## config.mk

```make
export PLATFORM = sky130hd
export DESIGN_NAME = register_readout_serializer
export DESIGN_NICKNAME = d
export VERILOG_FILES = /design/src/rtl/register_readout_serializer_pkg.sv /design/src/rtl/register_readout_serializer_serial_bit_counter.sv /design/src/rtl/register_readout_serializer.sv
export SDC_FILE = /design/constraint.sdc
export NUM_CORES = 1
export LEC_CHECK = 0
export ABC_AREA = 0
export BUFFER_PORTS_ARGS = -buffer_cell sky130_fd_sc_hd__buf_4
export CORE_MARGIN = 4
export CORE_UTILIZATION = 45
export DETAILED_ROUTE_END_ITERATION = 7
export PLACE_DENSITY = 0.7
export SLEW_MARGIN = 40
export SYNTH_ARGS = -nofsm -noshare
export SYNTH_HDL_FRONTEND = slang
export SYNTH_HIERARCHICAL = 1
export SYNTH_SLANG_ARGS = --single-unit
```

## constraint.sdc

```tcl
create_clock -name clk -period 1.89 [get_ports clk]
set_input_delay 0.567 -clock clk [delete_from_list [all_inputs] [get_ports clk]]
set_output_delay 0.567 -clock clk [all_outputs]
set_load 0.05 [all_outputs]
```

## src/rtl/register_readout_serializer_pkg.sv

```systemverilog
// Shared state encodings and count-width helper for the readout serializer.
package register_readout_serializer_pkg;

    typedef enum logic {
        ST_IDLE  = 1'b0,
        ST_SHIFT = 1'b1
    } state_t;

    // Beat counter must hold 0..WIDTH (parity beat included) with headroom.
    function automatic int cnt_width(input int width);
        return $clog2(width + 2);
    endfunction

endpackage

```

## src/rtl/register_readout_serializer_serial_bit_counter.sv

```systemverilog
// Loadable up-counter with synchronous clear, async reset and terminal-count flag.
module serial_bit_counter #(
    parameter int CNT_W    = 4,
    parameter int TERMINAL = 7
) (
    input  logic             clk,
    input  logic             reset,
    input  logic             clear,
    input  logic             load,
    input  logic [CNT_W-1:0] load_val,
    input  logic             inc,
    output logic [CNT_W-1:0] count,
    output logic             tc
);

    logic [CNT_W-1:0] cnt_q, cnt_d;

    always_comb begin
        cnt_d = cnt_q;
        if (clear) begin
            cnt_d = '0;
        end else if (load) begin
            cnt_d = load_val;
        end else if (inc) begin
            cnt_d = cnt_q + 1'b1;
        end
    end

    always_ff @(posedge clk or posedge reset) begin
        if (reset) begin
            cnt_q <= '0;
        end else begin
            cnt_q <= cnt_d;
        end
    end

    assign count = cnt_q;
    assign tc    = (cnt_q == CNT_W'(TERMINAL));

endmodule

```

## src/rtl/register_readout_serializer.sv

```systemverilog
// Parallel-to-serial readout of a result register with valid/ready on both sides.
// Optional macro PARITY_EN appends an even-parity beat after the data bits.
module register_readout_serializer
    import register_readout_serializer_pkg::*;
#(
    parameter int WIDTH     = 8,
    parameter int LSB_FIRST = 1
) (
    input  logic             clk,
    input  logic             reset,
    input  logic [WIDTH-1:0] load_data,
    input  logic             load_valid,
    output logic             load_ready,
    output logic             ser_out,
    output logic             ser_valid,
    output logic             ser_last,
    input  logic             ser_ready
);

`ifdef PARITY_EN
    localparam int TOTAL = WIDTH + 1;
`else
    localparam int TOTAL = WIDTH;
`endif
    localparam int CNT_W = cnt_width(WIDTH);

    state_t           state_q, state_d;
    logic [WIDTH-1:0] sreg_q, sreg_d;
    logic [CNT_W-1:0] beat_count;
    logic             last_beat;
    logic             accept;
    logic             beat;
    logic             data_bit;
    logic             ser_bit;

    always_comb begin
        state_d    = state_q;
        load_ready = 1'b0;
        ser_valid  = 1'b0;
        case (state_q)
            ST_IDLE: begin
                load_ready = 1'b1;
                if (load_valid) begin
                    state_d = ST_SHIFT;
                end
            end
            ST_SHIFT: begin
                ser_valid = 1'b1;
                if (ser_ready && last_beat) begin
                    state_d = ST_IDLE;
                end
            end
            default: state_d = ST_IDLE;
        endcase
    end

    assign accept = load_valid && load_ready;
    assign beat   = ser_valid && ser_ready;

    always_comb begin
        sreg_d = sreg_q;
        if (accept) begin
            sreg_d = load_data;
        end else if (beat) begin
            if (LSB_FIRST != 0) begin
                sreg_d = {1'b0, sreg_q[WIDTH-1:1]};
            end else begin
                sreg_d = {sreg_q[WIDTH-2:0], 1'b0};
            end
        end
    end

    assign data_bit = (LSB_FIRST != 0) ? sreg_q[0] : sreg_q[WIDTH-1];

    // Counter is cleared on the final beat so it never rests above TOTAL-1.
    serial_bit_counter #(
        .CNT_W    (CNT_W),
        .TERMINAL (TOTAL - 1)
    ) u_beat_counter (
        .clk      (clk),
        .reset    (reset),
        .clear    (beat && last_beat),
        .load     (accept),
        .load_val ({CNT_W{1'b0}}),
        .inc      (beat),
        .count    (beat_count),
        .tc       (last_beat)
    );

`ifdef PARITY_EN
    logic par_q, par_d;

    assign par_d   = accept ? ^load_data : par_q;
    assign ser_bit = (beat_count == CNT_W'(WIDTH)) ? par_q : data_bit;

    always_ff @(posedge clk or posedge reset) begin
        if (reset) begin
            par_q <= 1'b0;
        end else begin
            par_q <= par_d;
        end
    end
`else
    logic unused_count;

    assign unused_count = ^beat_count;
    assign ser_bit      = data_bit;
`endif

    assign ser_out  = ser_valid && ser_bit;
    assign ser_last = ser_valid && last_beat;

    always_ff @(posedge clk or posedge reset) begin
        if (reset) begin
            state_q <= ST_IDLE;
            sreg_q  <= '0;
        end else begin
            state_q <= state_d;
            sreg_q  <= sreg_d;
        end
    end

endmodule

```

==> impl_metrics.toml <==
[clocking]
clk_pin_slew_ps = 80
cts-buffers-inserted = 3
insertion_delay_ps = 270
ctsHtreeMaxLevel = 1
cts_buffer_depth = 2
root_buffer = "clkbuf_4"
cts_sinks = 13
cts_tree = "yes"

[sta]
period_needed_ps = 1880
hold_ws_ps = 190
setup_viol = 0
finalWorstSetupSlack_ps = 6.33
hold_viol = 0
skew_ps = 4.48
fin_crit_sh_pct = 99.7
rsz0062_at_grt = "true"
setup_tns_ps = 0
slew_viol_final = 0
max_freq_mhz = 531

[final_layout]
drive_gt1_share_pct = 30.8
final_common_cell = "buf_4"
syn2layout_area_growth_pct = 25.3
layout.cells.non_filler = 107
final_nets = 105
final_cell_mix = "19 x buf_4, 12 x mux2i_1, 12 x dfrtp_1"
antenna_cells = 0

[critical_path]
crit_family = "flip-flops"
path_depth = 4
arrival_ps = 1320
reg2reg_from = "state_q"
crit_path_top_delay_cell = "dfrtp_1"
path_buf_inv = 1
cp-start-kind = "flip-flop"
cp_max_fo = 2
cpPeakStageDelay_ps = 400
rr_endpoint = "u_beat_counter/count[1]"
path_cells = "ha_2 > and3b_1 > and2_4 > buf_6"
r2r_cells = 5
cp-end-kind = "output port"
crit_start = "u_beat_counter/count[1]"
crit_type = "reg -> out"
r2r_slack_ps = 400
required_ps = 1320

[global_routing]
grt_usage_pct = 13.7
grt_pass1_vias = 589
grt_antenna_before_repair = 0
grt_pass1_wl_um = 2570
grt_max_degree = 13
grt_overflow = 0

[place]
place_ws_ps = 205
gp_congestion = 0.845
dp.cells = 99
io_buffers = 15
dp_hpwl_um = 1070

[worst_hold_path]
hold_class = "in -> async"

[route]
wl_per_cell_um = 13.9
dr_total_vias = 589
drc = 0
drt-pass1-iter-count = 6
drt-initial-drc-count = 7
antenna_left = 0
wirelength_um = 1490
via_per_inst = 5.50

[power_and_ir_drop]
p_per_area_mw_per_mm2 = 1320
power.total_mw = 1.23
p_seq_share_pct = 38.9
switchingPower_mw = 0.458
p_int_mw = 0.773
clkPwrFrac_pct = 13.8
p_comb_share_pct = 47.3
vdd_ir_drop_max_mv = 0.694
swShare_pct = 37.2
p_leak_nw = 0.469

[floorplan]
num_rows = 14
ios = 16
core_mm2 = 0.00154
die_area_mm2 = 0.00237
die_h_um = 48.7
start_util_pct = 48.4
die_w_um = 48.7

[synthesis]
synth_cells = 68
synth.avg_cell_area_um2 = 11.0
netlist_area_um2 = 746
ys_ff_latch = 13
ys_seq_area_share_pct = 43.6
yosys_warnings = 6
synth_cell_types = 24

[flow_run]
max-cap-violations = 0

[outcome]
status = "finished, final reports clean"
-- cell usage after synthesis --
cell type / n / share of area [%]
and2_1: 2 / 1.7
nand2_1: 3 / 1.5
xor2_1: 1 / 1.2
mux2i_1: 12 / 16
conb_1: 1 / 0.50
nor2_1: 4 / 2.0
ha_1: 1 / 1.7
o21a_1: 2 / 2.0
a21oi_1: 2 / 1.3
and3b_1: 1 / 1.2
mux2_4: 1 / 2.0
inv_1: 6 / 3.0
o221a_1: 4 / 6.0
or3b_1: 4 / 4.7
nor2b_2: 1 / 1.2
buf_4: 1 / 1.0
and3_1: 1 / 0.84
buf_2: 2 / 1.3
mux2_1: 1 / 1.5
dfrtp_1: 13 / 44
xnor2_1: 2 / 2.3
buf_6: 1 / 1.5
nand4_1: 1 / 0.84
o22ai_1: 1 / 0.84
-- worst register-to-register path, stage by stage, from the launching register on --
cell	delay [ps]
dfrtp_2	490
nand2_1	180
inv_1	180
mux2_1	350
mux2i_1	130
nor2_1	50
-- flip-flops by register name, indices dropped and copies added (netlist names) --
name                  flops
sreg_q                    8
u_beat_counter/count      4
state_q                   1
-- worst max-delay path by stage --
stage                               to  slack [ps]
2_1_floorplan                 ser_last          50
3_3_place_gp   u_beat_counter/count[1]         240
3_5_place_dp   u_beat_counter/count[1]         210
4_1_cts                       ser_last           5
5_1_grt                       ser_last         -50
6_report                      ser_last           6
-- per-layer routing --
| metal | global-route usage, % | routed length, um |
|---|---|---|
| met2 | 23.3 | 782 |
| met5 | 0 | 0 |
| met1 | 15.5 | 604 |
| met3 | 3.99 | 79 |
| met4 | 6.73 | 25 |
-- what timing repair did --
| item | in CTS | in global routing |
|---|---|---|
| endpoints found under the hold margin | 0 | 0 |
| hold buffers | 0 | 0 |
| pin swaps | 0 | 1 |
| gates resized for setup | 2 | 1 |
| setup buffers | 2 | 2 |
| setup endpoints to repair | 1 | 1 |
-- power by group through the flow --
stage	clock (mW)	sequential (mW)	combinational, mW
final	0.170	0.479	0.582
after detailed placement	0	0.488	0.500
after CTS	0.177	0.479	0.548
after global routing	0.188	0.493	0.641
after floorplan	0	0.479	0.375
after global placement	0	0.484	0.484
-- through the flow --
stage               area [um2]  utilization, %
finish                     935            60.6
CTS                        917            59.5
global placement           870            56.4
detailed placement         870            56.4
floorplan                  758               -
global route               935            60.6
-- cell type report --
cell class | instances | area, um2
timing repair buffer | 20 | 154
tap | 16 | 20.0
multi-input combinational | 48 | 385
sequential | 13 | 327
clock buffer | 4 | 26.3
inverter | 6 | 22.5
fill | 146 | 607
-- kinds of logic after synthesis --
family / Yosys count / share of synthesized area (%)
buf+inv: 10 / 6.88
simple gates: 17 / 13.9
other cells: 1 / 0.503
flops: 13 / 43.6
mux: 14 / 19.6
xor+xnor: 3 / 3.52
fa+ha+maj: 1 / 1.68
compound gates: 9 / 10.2
No activity file was read; power rests on OpenSTA's default activity.
